<file path="src/rtl/multicycle_alu.sv">
// ---------------------------------------------------------------------------
// multicycle_alu : handshaked ALU with shift-add MULTU and restoring DIVU (Hi/Lo)
// Optional divider: define MULTICYCLE_ALU_DIVU_EN.  Revision 1.0
// ---------------------------------------------------------------------------
`default_nettype none

module multicycle_alu #(
  parameter int WIDTH = 32
) (
  input  logic             clk,
  input  logic             reset,
  input  logic             start,
  input  logic [5:0]       funct,
  input  logic [WIDTH-1:0] dataA,
  input  logic [WIDTH-1:0] dataB,
  output logic [WIDTH-1:0] result,
  output logic             busy,
  output logic             done,
  output logic             div_by_zero
);

  localparam int SHW = $clog2(WIDTH);

  localparam logic [1:0] S_IDLE = 2'd0;
  localparam logic [1:0] S_MUL  = 2'd1;
  localparam logic [1:0] S_DONE = 2'd3;
`ifdef MULTICYCLE_ALU_DIVU_EN
  localparam logic [1:0] S_DIV  = 2'd2;
  localparam logic [5:0] F_DIVU = 6'd27;
`endif

  localparam logic [5:0] F_AND   = 6'd36;
  localparam logic [5:0] F_OR    = 6'd37;
  localparam logic [5:0] F_ADD   = 6'd32;
  localparam logic [5:0] F_SUB   = 6'd34;
  localparam logic [5:0] F_SLT   = 6'd42;
  localparam logic [5:0] F_SRL   = 6'd2;
  localparam logic [5:0] F_MFHI  = 6'd16;
  localparam logic [5:0] F_MFLO  = 6'd18;
  localparam logic [5:0] F_MULTU = 6'd25;

  localparam logic [SHW-1:0] CNT_LAST = SHW'(WIDTH - 1);

  logic [1:0]         state_q, state_d;
  logic [5:0]         op_q, op_d;
  logic [WIDTH-1:0]   a_q, a_d, b_q, b_d;
  logic [2*WIDTH-1:0] work_q, work_d;
  logic [SHW-1:0]     cnt_q, cnt_d;
  logic [WIDTH-1:0]   hi_q, hi_d, lo_q, lo_d;
  logic [WIDTH-1:0]   result_q, result_d;
  logic               busy_q, busy_d, done_q, done_d, dbz_q, dbz_d;

  // Multiply: work = {partial, multiplier}; add multiplicand on LSB, shift right.
  logic [WIDTH:0] mul_sum;
  assign mul_sum = {1'b0, work_q[2*WIDTH-1:WIDTH]} + (work_q[0] ? {1'b0, a_q} : '0);

`ifdef MULTICYCLE_ALU_DIVU_EN
  // Divide: work = {remainder, dividend/quotient}; borrow in bit WIDTH rejects the subtract.
  logic [WIDTH:0] div_shift, div_diff;
  assign div_shift = {work_q[2*WIDTH-1:WIDTH], work_q[WIDTH-1]};
  assign div_diff  = div_shift - {1'b0, b_q};
`endif

  always_comb begin
    state_d  = state_q;
    op_d     = op_q;
    a_d      = a_q;
    b_d      = b_q;
    work_d   = work_q;
    cnt_d    = cnt_q;
    hi_d     = hi_q;
    lo_d     = lo_q;
    result_d = result_q;
    dbz_d    = dbz_q;
    busy_d   = 1'b0;
    done_d   = 1'b0;
    case (state_q)
      S_IDLE: begin
        if (start) begin
          op_d  = funct;
          a_d   = dataA;
          b_d   = dataB;
          cnt_d = '0;
          if (funct == F_MULTU) begin
            state_d = S_MUL;
            work_d  = {{WIDTH{1'b0}}, dataB};
`ifdef MULTICYCLE_ALU_DIVU_EN
          end else if (funct == F_DIVU) begin
            state_d = S_DIV;
            work_d  = {{WIDTH{1'b0}}, dataA};
`endif
          end else begin
            state_d = S_DONE;
          end
        end
      end
      S_MUL: begin
        busy_d = 1'b1;
        work_d = {mul_sum, work_q[WIDTH-1:1]};
        cnt_d  = cnt_q + 1'b1;
        if (cnt_q == CNT_LAST) state_d = S_DONE;
      end
`ifdef MULTICYCLE_ALU_DIVU_EN
      S_DIV: begin
        busy_d = 1'b1;
        if (!div_diff[WIDTH]) work_d = {div_diff[WIDTH-1:0], work_q[WIDTH-2:0], 1'b1};
        else                  work_d = {div_shift[WIDTH-1:0], work_q[WIDTH-2:0], 1'b0};
        cnt_d  = cnt_q + 1'b1;
        if (cnt_q == CNT_LAST) state_d = S_DONE;
      end
`endif
      S_DONE: begin
        done_d  = 1'b1;
        dbz_d   = 1'b0;
        state_d = S_IDLE;
        case (op_q)
          F_AND:   result_d = a_q & b_q;
          F_OR:    result_d = a_q | b_q;
          F_ADD:   result_d = a_q + b_q;
          F_SUB:   result_d = a_q - b_q;
          F_SLT:   result_d = {{(WIDTH-1){1'b0}}, ($signed(a_q) < $signed(b_q))};
          F_SRL:   result_d = a_q >> b_q[SHW-1:0];
          F_MFHI:  result_d = hi_q;
          F_MFLO:  result_d = lo_q;
          F_MULTU: begin
            result_d = work_q[WIDTH-1:0];
            lo_d     = work_q[WIDTH-1:0];
            hi_d     = work_q[2*WIDTH-1:WIDTH];
          end
`ifdef MULTICYCLE_ALU_DIVU_EN
          F_DIVU: begin
            result_d = work_q[WIDTH-1:0];
            lo_d     = work_q[WIDTH-1:0];
            hi_d     = work_q[2*WIDTH-1:WIDTH];
            dbz_d    = (b_q == '0);
          end
`endif
          default: result_d = '0;
        endcase
      end
      default: state_d = S_IDLE;
    endcase
  end

  always_ff @(posedge clk) begin
    if (!reset) begin
      state_q  <= S_IDLE;
      op_q     <= '0;
      a_q      <= '0;
      b_q      <= '0;
      work_q   <= '0;
      cnt_q    <= '0;
      hi_q     <= '0;
      lo_q     <= '0;
      result_q <= '0;
      busy_q   <= 1'b0;
      done_q   <= 1'b0;
      dbz_q    <= 1'b0;
    end else begin
      state_q  <= state_d;
      op_q     <= op_d;
      a_q      <= a_d;
      b_q      <= b_d;
      work_q   <= work_d;
      cnt_q    <= cnt_d;
      hi_q     <= hi_d;
      lo_q     <= lo_d;
      result_q <= result_d;
      busy_q   <= busy_d;
      done_q   <= done_d;
      dbz_q    <= dbz_d;
    end
  end

  assign result      = result_q;
  assign busy        = busy_q;
  assign done        = done_q;
  assign div_by_zero = dbz_q;

endmodule

`default_nettype wire

</file>
<file path="config.mk">
export PLATFORM = sky130hd
export DESIGN_NAME = multicycle_alu
export DESIGN_NICKNAME = d
export VERILOG_FILES = /design/src/rtl/multicycle_alu.sv
export SDC_FILE = /design/constraint.sdc
export NUM_CORES = 1
export LEC_CHECK = 0
export ABC_CLOCK_PERIOD_IN_PS = 4700
export BUFFER_PORTS_ARGS = -buffer_cell sky130_fd_sc_hd__buf_2
export CAP_MARGIN = 10
export CORE_MARGIN = 2
export CORE_UTILIZATION = 40
export DETAILED_ROUTE_END_ITERATION = 6
export GPL_TIMING_DRIVEN = 1
export PLACE_DENSITY = 0.59
export SYNTH_ARGS = -nofsm -noshare
export SYNTH_HDL_FRONTEND = slang
export SYNTH_SLANG_ARGS = --single-unit
</file>
<file path="constraint.sdc">
create_clock -name clk -period 4.7 [get_ports clk]
set_input_delay 0.47 -clock clk [delete_from_list [all_inputs] [get_ports clk]]
set_output_delay 0.47 -clock clk [all_outputs]
set_load 0.05 [all_outputs]
</file>
Word level (Yosys, flattened, before mapping)
Index checks and enable logic that the tools add are counted.

Output and inout bits: 35. Register bits after elaboration: 239.

Reduce and logical (&&, ||, !) cells: 7. Bitwise logic cells: 2. Equality and inequality tests: 16. Magnitude comparators: 1. Add/sub/neg operators: 4. Shift-type cells: 1. Muxes and demuxes: 13.

Operators by type and width (number): $pmux W32 S9 (1); $mux W64 (2); $pmux W64 S2 (1); $add A32 B32 Y33 (1); $add A32 B32 Y32 (1); $and A32 B32 Y32 (1); $lt A32 B32 Y1 (1); $mux W32 (1); $or A32 B32 Y32 (1); $shr A32 B5 Y32 (1); $sub A32 B32 Y32 (1); $eq A6 B6 Y1 const B (5); $eq A6 B5 Y1 const B (4); $pmux W5 S2 (1); $reduce_and A2 Y1 (4); $eq A6 B2 Y1 const B (1); $mux W2 (3); $ne A2 B2 Y1 const B (3); $add A5 B1 Y5 const B (1); $eq A5 B5 Y1 const B (1); $mux W5 (1); $pmux W2 S2 (1); $reduce_and A3 Y1 (1); $eq A2 B1 Y1 const B (1); other kinds (4) (5).

Depth between registers and ports, before layout
Word-level depth: 4. Depth in mapped cells: 13.

Least setup slack after synthesis
OpenSTA, ideal clock, no wires.

Kind: flip-flop to flip-flop. From: reg b_q[2]. To: reg result_q[0], in the netlist result[0]. Slack: 1.412 ns. Clock period less this slack: 3.288 ns. Library setup time: 0.117 ns. Cell stages (with the launch flop): 14. Buffers on the path: 2. Arrival time: 3.171 ns. Data required time: 4.583 ns. Cells stage by stage: dfxtp_1 -> clkbuf_1 -> inv_2 -> buf_1 -> ha_1 -> o21bai_1 -> a211oi_1 -> o211ai_2 -> a31oi_1 -> a221o_1 -> or4_1 -> a21oi_1 -> o21ai_1 -> a22o_1.

Longest elaborated chain between the ends: 2. Elaborated cells on any way between the ends: 3.

Ends and longest elaborated chain: start: declaration (RTL line 46) `logic [WIDTH-1:0] a_q, a_d, b_q, b_d;`; start signal: assignment (RTL line 150) `b_q <= '0;`; start signal: assignment (RTL line 163) `b_q <= b_d;`; $lt A32 B32 Y1 or $shr A32 B5 Y32 (tied branches) (RTL line 121, 122); $pmux W32 S9 (*) (RTL line 116) `case (op_q)`; end signal: assignment (RTL line 168) `result_q <= result_d;`; end: declaration (RTL line 50) `logic [WIDTH-1:0] result_q, result_d;`.

Every way passes the cells marked *; elsewhere a longest branch is shown, timed or not. A chain may end at the register's enable or synchronous reset.

Final worst setup path
From: reg a_q[0]. To: reg result_q[0], in the netlist result[0].

Longest elaborated chain between the ends: 2. Elaborated cells on any way between the ends: 7.

Ends and longest elaborated chain: start: declaration (RTL line 46); start signal: assignment (RTL line 149) `a_q <= '0;`; start signal: assignment (RTL line 162) `a_q <= a_d;`; $sub A32 B32 Y32, or another cell as far along (RTL line 120) `F_SUB: result_d = a_q - b_q;`; $pmux W32 S9 (*) (RTL line 116).

Marks and branches as above.

==> flow_summary.ini <==
[final_layout]
finalInstanceArea_sq_um = 19400
fin_nets = 2562
drive_gt1_frac = 0.117
final_cells = 2963
area_growth_pct = 12.1
mostFrequentLayoutCells = 491 x nand2_1, 290 x a21oi_1, 237 x dfxtp_1
layout_commonest_cell = nand2_1
diodes = 0

[worst_setup_path]
r2r_start = a_q[0]$_SDFFE_PN0P_
cp-start-kind = flip-flop
critical_path_class = flip-flop to flip-flop
worstPathRequired_ns = 5.18
critPathMaxFanout = 5
r2r_cells = 12
crit_end = result[0]$_SDFFE_PN0P_
r2r-end = result[0]$_SDFFE_PN0P_
arrival_ns = 4.10
reg2reg_slack_ns = 1.08
endpoint_kind = flip-flop
startpoint = a_q[0]$_SDFFE_PN0P_

[detailed_routing]
viasPerCell = 6.12
routedWlPerCell_um = 23.5
routed_wl_um = 69600
drt_first_iter_violations = 2014
drc = 0
vias = 18122
ant_nets = 0
drtPass1Iterations = 6

[cts]
cts_tree = built
cts_setup_buffers = 0
cts-hold-fix-buffers = 0
cts_made_buffers = 30
clk_pin_slew_ns = 0.06
clk_latency_ns = 0.59
cts_htree_levels = 1
clkSinkCount = 239
post_cts_resized = 0
clk_path_buf_depth = 3
cts_root_buffer = clkbuf_16

[synth]
async_flop_share = 0
yosys_warnings = 0
avgSynthCellArea_sq_um = 7.44
syn_area_sq_um = 17300
ys_seq_area_frac = 0.276
synth_fa_ha_area_frac = 0.0989
synth_compound_area_frac = 0.286
yosysUniqueCellTypes = 82
mappedNetlistNets = 2536
ys_ff_latch = 239
synth_ff_type = dfxtp_1
yosys.area_share.xor_xnor = 0.0142
synthCells = 2328
synthSimpleGateAreaFrac = 0.212
synth_top_family_by_area = compound AO/OA/AOI/OAI gates
yosys-mux-area-fraction = 0.0499
synth_edf_count = 0

[timing]
finalClockSkew_ns = 0.00918
fin_tns_setup_ns = 0
finalCriticalPeriod_ns = 3.62
finalHoldViolations = 0
grt_setup_unrepaired = false
worst_slack_ns = 1.08
whs_ns = 0.123
period_share = 0.769
tightest_slew_ns = 1.31
maxSlewViolCount = 0
setup_viol = 0
fmax_ghz = 0.277
relSlewSlack = 0.124

[pwr]
irDropWorstVdd_mv = 0.287
intPower_uw = 4070
p_switching_uw = 2060
powerDensity_nw_per_um2 = 316
clock_power_share = 0.406
p_comb_frac = 0.229
switching_share = 0.336
leakagePower_uw = 0.00752
seqPwrFrac = 0.364

[placement]
io_buffers = 106
place_area_sq_um = 18400
dp_slack_ns = 1.17
gp_congestion = 0.945
dp.final_hpwl_um = 51200
placed_cells = 2907

[floorplanning]
io_pins = 108
rows = 76
dieWidth_um = 212
core_sq_um = 42900
dieArea_sq_um = 45000
die_h_um = 212
initial_utilization = 0.404

[flow_run]
maxCapViolations = 0

[grt]
grt.overflow.total = 0
grt_first_pass_wirelength_um = 105000
grt_max_degree = 79
antenna_found_initial = 5
grt_pass1_vias = 16707
globalRouteTotalUtil = 0.305

[outcome]
outcome = complete, no violations

[min_path]
worstHoldPathType = input port to flip-flop
-- power groups by stage --
stage / clock network, uW / logic (uW) / registers [uW]
floorplan: 0 / 909 / 2240
global placement: 0 / 1370 / 2270
detailed placement: 0 / 1360 / 2270
CTS: 2530 / 1370 / 2230
global route: 2610 / 1510 / 2240
finish: 2490 / 1410 / 2230
-- state kept, by name (all words and copies together) (netlist names) --
signal / count
work_q: 64
a_q: 32
b_q: 32
hi_q: 32
lo_q: 32
result: 32
op_q: 6
cnt_q: 5
state_q: 2
busy: 1
done: 1
-- cells in the mapped netlist (15+ instances only) --
master / number / area share
buf_1: 19 / 0.0041
o22ai_1: 19 / 0.0069
a221oi_1: 18 / 0.0091
nor3_1: 24 / 0.0069
mux4_2: 28 / 0.036
o21ai_0: 87 / 0.025
a311oi_1: 36 / 0.018
a21o_1: 26 / 0.011
nand4_1: 16 / 0.0058
a211oi_1: 20 / 0.0087
xnor2_1: 15 / 0.0076
dfxtp_1: 239 / 0.28
a222oi_1: 17 / 0.0098
o211ai_1: 27 / 0.012
o31ai_1: 15 / 0.0065
nand3_1: 29 / 0.0084
a31oi_1: 15 / 0.0054
clkbuf_1: 115 / 0.025
a221o_1: 17 / 0.0098
and2_1: 41 / 0.015
inv_1: 106 / 0.023
mux2i_1: 20 / 0.012
o21bai_1: 25 / 0.011
nor2_1: 161 / 0.035
buf_2: 23 / 0.0066
ha_1: 132 / 0.095
nor4_1: 18 / 0.0065
a22oi_1: 37 / 0.016
a21oi_1: 290 / 0.084
nand2_1: 493 / 0.11
-- cells by family (layout without fill, tap and decap cells) --
| group | count (synthesis) | in the layout |
|---|---|---|
| buf+inv | 274 | 324 |
| mux | 51 | 51 |
| fa+ha+maj | 135 | 135 |
| other cells | 1 | 1 |
| xor+xnor | 28 | 28 |
| simple gates | 845 | 845 |
| compound gates | 755 | 755 |
| flops | 239 | 239 |
-- per-stage QoR --
| step | total power [uW] | util |
|---|---|---|
| 4_1_cts | 6120 | 0.453 |
| 3_3_place_gp | 3640 | 0.428 |
| 3_5_place_dp | 3630 | 0.428 |
| 2_1_floorplan | 3150 | - |
| 5_1_grt | 6360 | 0.453 |
| 6_report | 6130 | 0.453 |
-- metal layers --
metal	vias to the layer above	global-route usage	wire (um)
li1	8429	-	-
met1	8692	0.460	31900
met2	886	0.446	29100
met3	113	0.0505	6820
met4	2	0.0792	1790
met5	-	0	13
-- layout make-up --
class | count | area [sq um]
clock buffer | 40 | 860
clock inverter | 16 | 198
fill | 4373 | 23500
inverter | 112 | 425
multi-input combinational | 1815 | 11500
sequential | 239 | 4790
tap | 585 | 732
timing repair buffer | 156 | 906
-- worst max-delay path, cell delays in order (launching register included) --
cell and delay [ns]:
dfxtp_1 0.43, inv_1 0.10, ha_1 0.24, fa_1 0.42
o21bai_1 0.22, a211oi_1 0.17, o211ai_2 0.32, a31oi_1 0.22
a221o_1 0.40, or4_1 0.49, a21oi_1 0.22, o21ai_1 0.08
a22o_1 0.20
-- worst min-delay path by stage --
stage / cells after the start / to / slack [ns] / start
after floorplan: 2 / lo_q[12]$_SDFFE_PN0P_ / 0.43 / lo_q[12]$_SDFFE_PN0P_
after global placement: 2 / lo_q[3]$_SDFFE_PN0P_ / 0.44 / lo_q[3]$_SDFFE_PN0P_
after detailed placement: 2 / result[14]$_SDFFE_PN0P_ / 0.44 / result[14]$_SDFFE_PN0P_
after CTS: 3 / a_q[28]$_SDFFE_PN0P_ / 0.1 / dataA[28]
after global routing: 3 / a_q[14]$_SDFFE_PN0P_ / 0.11 / dataA[14]
final: 3 / a_q[23]$_SDFFE_PN0P_ / 0.12 / dataA[23]
No activity file was read; power rests on OpenSTA's default activity.
